===== src/rtl/sync_fifo_flagged_if.sv =====
// Handshake, data and status bundle for sync_fifo_flagged.
// master = producer/consumer side, slave = FIFO side.
interface sync_fifo_flagged_if #(
  parameter int WIDTH = 8,
  parameter int DEPTH = 8
);
  localparam int CW = $clog2(DEPTH + 1);

  logic             wr_en;
  logic [WIDTH-1:0] data_in;
  logic             rd_en;
  logic             clr_err;
  logic [WIDTH-1:0] data_out;
  logic             full;
  logic             empty;
  logic             almost_full;
  logic             almost_empty;
  logic [CW-1:0]    count;
  logic             overflow;
  logic             underflow;

  modport master (
    output wr_en, data_in, rd_en, clr_err,
    input  data_out, full, empty, almost_full, almost_empty, count, overflow, underflow
  );

  modport slave (
    input  wr_en, data_in, rd_en, clr_err,
    output data_out, full, empty, almost_full, almost_empty, count, overflow, underflow
  );
endinterface


===== src/rtl/sync_fifo_flagged.sv =====
// Single-clock FIFO of arbitrary depth with count, almost flags and sticky errors.
// Define FIFO_FWFT_EN for first-word-fall-through reads; default is registered 1-cycle read.
module sync_fifo_flagged #(
  parameter int WIDTH     = 8,
  parameter int DEPTH     = 8,
  parameter int AF_THRESH = 6,
  parameter int AE_THRESH = 2
) (
  input logic               clk,
  input logic               arst,
  sync_fifo_flagged_if.slave bus
);
  localparam int CW = $clog2(DEPTH + 1);
  localparam int PW = (DEPTH > 1) ? $clog2(DEPTH) : 1;
  localparam logic [CW-1:0] AF_LVL = CW'(AF_THRESH);
  localparam logic [CW-1:0] AE_LVL = CW'(AE_THRESH);
  localparam logic [CW-1:0] FULL_LVL = CW'(DEPTH);

  logic [WIDTH-1:0] mem [DEPTH];
  logic [PW-1:0]    wr_ptr, rd_ptr;
  logic [CW-1:0]    count_q, count_nxt;
  logic             full_q, empty_q, af_q, ae_q, ovf_q, unf_q;
  logic             wr_acc, rd_acc;

  // Explicit wrap keeps non power-of-2 depths correct.
  function automatic logic [PW-1:0] ptr_inc(input logic [PW-1:0] p);
    return (p == PW'(DEPTH - 1)) ? '0 : p + PW'(1);
  endfunction

  always_comb begin
    rd_acc    = bus.rd_en & ~empty_q;
    wr_acc    = bus.wr_en & (~full_q | rd_acc);
    count_nxt = count_q;
    if (wr_acc && !rd_acc)
      count_nxt = count_q + CW'(1);
    else if (rd_acc && !wr_acc)
      count_nxt = count_q - CW'(1);
  end

  always_ff @(posedge clk) begin
    if (wr_acc)
      mem[wr_ptr] <= bus.data_in;
  end

  always_ff @(posedge clk or posedge arst) begin
    if (arst) begin
      wr_ptr  <= '0;
      rd_ptr  <= '0;
      count_q <= '0;
      full_q  <= 1'b0;
      empty_q <= 1'b1;
      af_q    <= 1'b0;
      ae_q    <= 1'b1;
      ovf_q   <= 1'b0;
      unf_q   <= 1'b0;
    end else begin
      if (wr_acc) wr_ptr <= ptr_inc(wr_ptr);
      if (rd_acc) rd_ptr <= ptr_inc(rd_ptr);
      count_q <= count_nxt;
      full_q  <= (count_nxt == FULL_LVL);
      empty_q <= (count_nxt == '0);
      af_q    <= (count_nxt >= AF_LVL);
      ae_q    <= (count_nxt <= AE_LVL);
      // A new error event in the same cycle as clr_err keeps the flag set.
      if (bus.wr_en && full_q && !rd_acc) ovf_q <= 1'b1;
      else if (bus.clr_err)               ovf_q <= 1'b0;
      if (bus.rd_en && empty_q)           unf_q <= 1'b1;
      else if (bus.clr_err)               unf_q <= 1'b0;
    end
  end

`ifdef FIFO_FWFT_EN
  assign bus.data_out = empty_q ? '0 : mem[rd_ptr];
`else
  logic [WIDTH-1:0] dout_q;

  // Nonblocking read of the head gives read-before-write when full.
  always_ff @(posedge clk or posedge arst) begin
    if (arst)
      dout_q <= '0;
    else if (rd_acc)
      dout_q <= mem[rd_ptr];
  end

  assign bus.data_out = dout_q;
`endif

  assign bus.count        = count_q;
  assign bus.full         = full_q;
  assign bus.empty        = empty_q;
  assign bus.almost_full  = af_q;
  assign bus.almost_empty = ae_q;
  assign bus.overflow     = ovf_q;
  assign bus.underflow    = unf_q;
endmodule


===== src/flat_wrapper.sv =====
// flat-port wrapper written by rule: the top's interface ports become plain ports
module sync_fifo_flagged_flat 
#(
  parameter int WIDTH     = 8,
  parameter int DEPTH     = 8,
  parameter int AF_THRESH = 6,
  parameter int AE_THRESH = 2
)
  (clk, arst, bus_wr_en, bus_data_in, bus_rd_en, bus_clr_err, bus_data_out, bus_full, bus_empty, bus_almost_full, bus_almost_empty, bus_count, bus_overflow, bus_underflow);
  sync_fifo_flagged_if #(.WIDTH(WIDTH), .DEPTH(DEPTH)) bus_i ();
  input logic clk;
  input logic arst;
  input wire logic [$bits(bus_i.wr_en)-1:0] bus_wr_en;
  input wire logic [$bits(bus_i.data_in)-1:0] bus_data_in;
  input wire logic [$bits(bus_i.rd_en)-1:0] bus_rd_en;
  input wire logic [$bits(bus_i.clr_err)-1:0] bus_clr_err;
  output wire logic [$bits(bus_i.data_out)-1:0] bus_data_out;
  output wire logic [$bits(bus_i.full)-1:0] bus_full;
  output wire logic [$bits(bus_i.empty)-1:0] bus_empty;
  output wire logic [$bits(bus_i.almost_full)-1:0] bus_almost_full;
  output wire logic [$bits(bus_i.almost_empty)-1:0] bus_almost_empty;
  output wire logic [$bits(bus_i.count)-1:0] bus_count;
  output wire logic [$bits(bus_i.overflow)-1:0] bus_overflow;
  output wire logic [$bits(bus_i.underflow)-1:0] bus_underflow;
  assign bus_i.wr_en = bus_wr_en;
  assign bus_i.data_in = bus_data_in;
  assign bus_i.rd_en = bus_rd_en;
  assign bus_i.clr_err = bus_clr_err;
  assign bus_data_out = bus_i.data_out;
  assign bus_full = bus_i.full;
  assign bus_empty = bus_i.empty;
  assign bus_almost_full = bus_i.almost_full;
  assign bus_almost_empty = bus_i.almost_empty;
  assign bus_count = bus_i.count;
  assign bus_overflow = bus_i.overflow;
  assign bus_underflow = bus_i.underflow;
  sync_fifo_flagged #(.WIDTH(WIDTH), .DEPTH(DEPTH), .AF_THRESH(AF_THRESH), .AE_THRESH(AE_THRESH)) u_core (.clk(clk), .arst(arst), .bus(bus_i));
endmodule

===== config.mk =====
export PLATFORM = sky130hd
export DESIGN_NAME = sync_fifo_flagged_flat
export DESIGN_NICKNAME = d
export VERILOG_FILES = /design/src/rtl/sync_fifo_flagged_if.sv /design/src/rtl/sync_fifo_flagged.sv /design/src/flat_wrapper.sv
export SDC_FILE = /design/constraint.sdc
export NUM_CORES = 1
export LEC_CHECK = 0
export CAP_MARGIN = 30
export CORE_AREA = 2 2 93 95
export DETAILED_ROUTE_END_ITERATION = 10
export DIE_AREA = 0 0 95 97
export HOLD_SLACK_MARGIN = 0.12
export PLACE_DENSITY = 0.66
export SLEW_MARGIN = 20
export SYNTH_ARGS = -nofsm -noshare
export SYNTH_HDL_FRONTEND = slang
export SYNTH_SLANG_ARGS = --single-unit

===== constraint.sdc =====
create_clock -name clk -period 1.99 [get_ports clk]
set_input_delay 0.398 -clock clk [delete_from_list [all_inputs] [get_ports clk]]
set_output_delay 0.398 -clock clk [all_outputs]
set_load 0.05 [all_outputs]

==> metrics.log <==
[metrics] aggregate global-route resource usage: 15.15%
[metrics] first-pass GRT wire length: slightly above 10000 um
[metrics] Clock Sinks: 88
[metrics] Worst Setup Slack post-DPL: -0.2010 ns
[metrics] register-to-register setup slack: 0.26 ns
[metrics] net count of the finished layout: 294
[metrics] initial antenna violation count: 0
[metrics] number of maximum-capacitance constraint violations: 0
[metrics] synthesized area: roughly 3600 um2
[metrics] Avg Synthesized Cell Area: 17.02 um2
[metrics] total gr overflow: 0
[metrics] count of final max-slew check failures: 0
[metrics] slowest cell on the critical path: sky130_fd_sc_hd__clkdlybuf4s50_1
[metrics] largest net degree at the start of global routing: 25
[metrics] tightest slew margin relative to the limit: 66.95%
[metrics] die footprint: 9215 um2
[metrics] I/O pin total: 31
[metrics] Distinct cells, synth: between 40 and 50
[metrics] number of detailed-route iterations in the first pass: 4
[metrics] actual transition at the worst max-transition pin: about 0.49 ns
[metrics] Fin Clk Skew: ~0.011 ns
[metrics] Post-synth EDFFs: 64
[metrics] post-synthesis simple-gate area fraction: 7.735%
[metrics] class of the tightest hold or removal check: input pin to asynchronous set/reset pin
[metrics] clock input transition at the sequential cells of the worst setup and hold paths: 0.10 ns
[metrics] sequential cell area fraction in the yosys report: 70.00%
[metrics] power density of the placed cells: 1489 nW/um2
[metrics] number of levels the H-tree was split into: 3
[metrics] number of vias per cell: around 5.3
[metrics] worst-path cell chain: clkdlybuf4s50_1
[metrics] port buffer count: 30
[metrics] shortest period the worst path allows: 1.940 ns
[metrics] cell type contributing the most total cell area after synthesis: sky130_fd_sc_hd__edfxtp_1
[metrics] vias after detailed routing: 2024
[metrics] endpoint required time on the critical path: between 1.5 and 2 ns
[metrics] number of antenna cells inserted: 0
[metrics] synthesized-area fraction occupied by ao, oa, aoi and oai cells: 4.856%
[metrics] Critical R2R Capture: u_core.bus.almost_empty
[metrics] combinational family with the most area after synthesis: multiplexers
[metrics] number of hold violations in the final report: 0
[metrics] flop and latch count out of synthesis: 88
[metrics] Synth Instances: 212
[metrics] via count of the first global-routing pass: 1947
[metrics] Top FF cell, synth: sky130_fd_sc_hd__edfxtp_1
[metrics] maximum cell stage delay along the critical path: 0.81 ns
[metrics] Chip Width: about 95 um
[metrics] synthesized-area fraction occupied by xor and xnor cells: 0.4856%
[metrics] total negative setup slack: 0 ns
[metrics] count of standard-cell rows: 33
[metrics] Final ANT Viol Nets: 0
[metrics] crit start category: register
[metrics] half-perimeter wire length of the detailed placement result: 4370 um
[metrics] Skew-Pair Late Insertion Delay: 0.36 ns
[metrics] CTS Buf Count: 9
[metrics] type of the worst setup path: register to output port
[metrics] Pleak: 1.605 nW
[metrics] post-CTS sizing: 0
[metrics] crit share post-route: 97.50%
[metrics] synthesis-to-finish area growth: 22.44%
[metrics] DR DRC count: 0
[metrics] Detailed Route Iter0 Violations: 96
[metrics] RSZ-0062 raised after global routing: false
[metrics] adder-cell share of the synthesized area: 2.081%
[metrics] share of synthesized flip-flops with an asynchronous set or reset: 27.27%
[metrics] Yosys top cell area share: a little over half
[metrics] number of cells traversed by the worst register-to-register path: 6
[metrics] multiplexer fraction of the synthesized cell area: around an eighth
[metrics] run status: completed
[metrics] kind of capture point of the worst setup path: output port
[metrics] placeable core region: approximately 8000 um2
[metrics] Root Driver: sky130_fd_sc_hd__clkbuf_8
[metrics] critical path fanouts, max: 2
[metrics] total placed instance area: 4237 um2
[metrics] hold bufs inserted after CTS: 0
[metrics] Worst Setup Slack, final: 0.04978 ns
[metrics] final std cell area, no fill: ~4400 um2
[metrics] Initial Util: 44.35%
[metrics] # Post-CTS Setup Buffers: 0
[metrics] worst-case clock buffer depth: 2
[metrics] total of endpoints with negative setup slack in the final report: 0
[metrics] main area contributors after synthesis: sky130_fd_sc_hd__edfxtp_1, sky130_fd_sc_hd__dfrtp_1, sky130_fd_sc_hd__mux4_2
[metrics] Buf/Inv on CP: 1
[metrics] TritonCTS clock tree: done
[metrics] synth cell count leaders: sky130_fd_sc_hd__edfxtp_1, sky130_fd_sc_hd__dfrtp_1, sky130_fd_sc_hd__nand2_1, sky130_fd_sc_hd__mux4_2, sky130_fd_sc_hd__o21ai_0
[metrics] last weighted congestion value of the routability-driven placer: 0.8847
[metrics] synthesized net count: 231
[metrics] y dimension of the die: a little under 100 um
[metrics] detail-routed net length per standard cell: 16.77 um
[metrics] arrival time reported for the critical path endpoint: 1.54 ns
[metrics] Max VDD drop: 0.5049 mV
[metrics] total of warnings raised by yosys: 0
[metrics] share of cells above drive strength 1: 29.64%
[metrics] critical path's top delay family: buffers and inverters
[metrics] share of the core filled with cells in the final layout: 54.30%
[metrics] most common cell in the synthesized netlist: sky130_fd_sc_hd__edfxtp_1
[metrics] worst r2r src: u_core.bus.count[0]
[metrics] drt total wl: 6457 um
[metrics] Max Fclk: 515.4 MHz
## final cells by class
type | instances | area, um2
Multi-Input combinational cell | 110 | 1032
Clock inverter | 6 | 52.55
Tap cell | 105 | 131.4
Inverter | 5 | 18.77
Sequential cell | 88 | 2526
Timing Repair Buffer | 61 | 528.0
Clock buffer | 10 | 127.6
Fill cell | 668 | 3717
## placed cells by master (no fill, tap or decap), types with 2 or more instances in the layout
cell type	n
sky130_fd_sc_hd__nand2b_1	3
sky130_fd_sc_hd__dfrtp_1	21
sky130_fd_sc_hd__mux2i_1	8
sky130_fd_sc_hd__nand3_1	3
sky130_fd_sc_hd__dfstp_2	2
sky130_fd_sc_hd__clkinv_4	2
sky130_fd_sc_hd__nor2_1	6
sky130_fd_sc_hd__clkinvlp_4	2
sky130_fd_sc_hd__o21ai_0	12
sky130_fd_sc_hd__buf_4	37
sky130_fd_sc_hd__nor3_1	5
sky130_fd_sc_hd__nand2_1	17
sky130_fd_sc_hd__clkbuf_8	9
sky130_fd_sc_hd__ha_1	6
sky130_fd_sc_hd__mux2_2	3
sky130_fd_sc_hd__edfxtp_1	64
sky130_fd_sc_hd__inv_1	5
sky130_fd_sc_hd__clkdlybuf4s50_1	23
sky130_fd_sc_hd__nor4_1	2
sky130_fd_sc_hd__a2111oi_0	2
sky130_fd_sc_hd__xnor2_1	2
sky130_fd_sc_hd__mux4_2	16
## worst reg2reg max path, stage by stage (launching register included)
cell and delay [ns]:
sky130_fd_sc_hd__dfrtp_2 0.41, sky130_fd_sc_hd__inv_1 0.11, sky130_fd_sc_hd__ha_1 0.16, sky130_fd_sc_hd__nor4bb_1 0.27
sky130_fd_sc_hd__a31oi_1 0.09, sky130_fd_sc_hd__xnor2_1 0.21, sky130_fd_sc_hd__a2111oi_2 0.37
## layer usage
| layer | routed length [um] | share of wire (%) | GRT usage, % | vias to the layer above |
|---|---|---|---|---|
| met4 | 113 | 1.8 | 5.351 | 0 |
| met3 | 315 | 4.9 | 3.972 | 8 |
| met2 | 3120 | 48 | 23.19 | 49 |
| met1 | 2908 | 45 | 20.98 | 1010 |
| met5 | 0 | 0 | 0 | - |
| li1 | - | - | - | 957 |
## metrics by stage
step	hold slack, ns	instances	total power [mW]
floorplan	0.4111	212	4.572
global placement	0.4616	369	5.486
detailed placement	0.4700	369	5.516
CTS	0.3945	385	6.648
global route	0.4367	385	6.957
finish	0.3926	385	6.578
## report_power, final
part,total [mW],switching (mW),internal (mW)
combinational,2.75,1.55,1.19
sequential,2.69,0.271,2.42
clock,1.14,0.668,0.471
total,6.58,2.49,4.09
## sequential cells by signal (all words and copies together), names as in the netlist
name	count
u_core.wr_ptr	3
u_core.rd_ptr	3
u_core.bus.overflow	1
u_core.bus.almost_empty	1
u_core.bus.empty	1
u_core.bus.data_out	8
u_core.mem	64
u_core.bus.count	4
u_core.bus.full	1
u_core.bus.underflow	1
u_core.bus.almost_full	1
## cell families after synthesis
logic type | count (synthesis)
AOI/OAI and AO/OA | 26
xor gates and xnor gates | 2
DFF | 88
muxes | 27
adders and majority gates | 6
and+or+nand+nor | 49
buffers and inverters | 14
## worst max-delay path by stage
stage	startpoint	end	depth (start not counted)
floorplan	u_core.bus.empty	u_core.mem[2][0]	5
global placement	bus_rd_en	u_core.bus.almost_empty	6
detailed placement	bus_rd_en	u_core.bus.full	6
CTS	u_core.bus.data_out[3]	bus_data_out[3]	1
global route	u_core.bus.data_out[6]	bus_data_out[6]	1
finish	u_core.bus.data_out[3]	bus_data_out[3]	1
No activity file was read; power rests on OpenSTA's default activity.
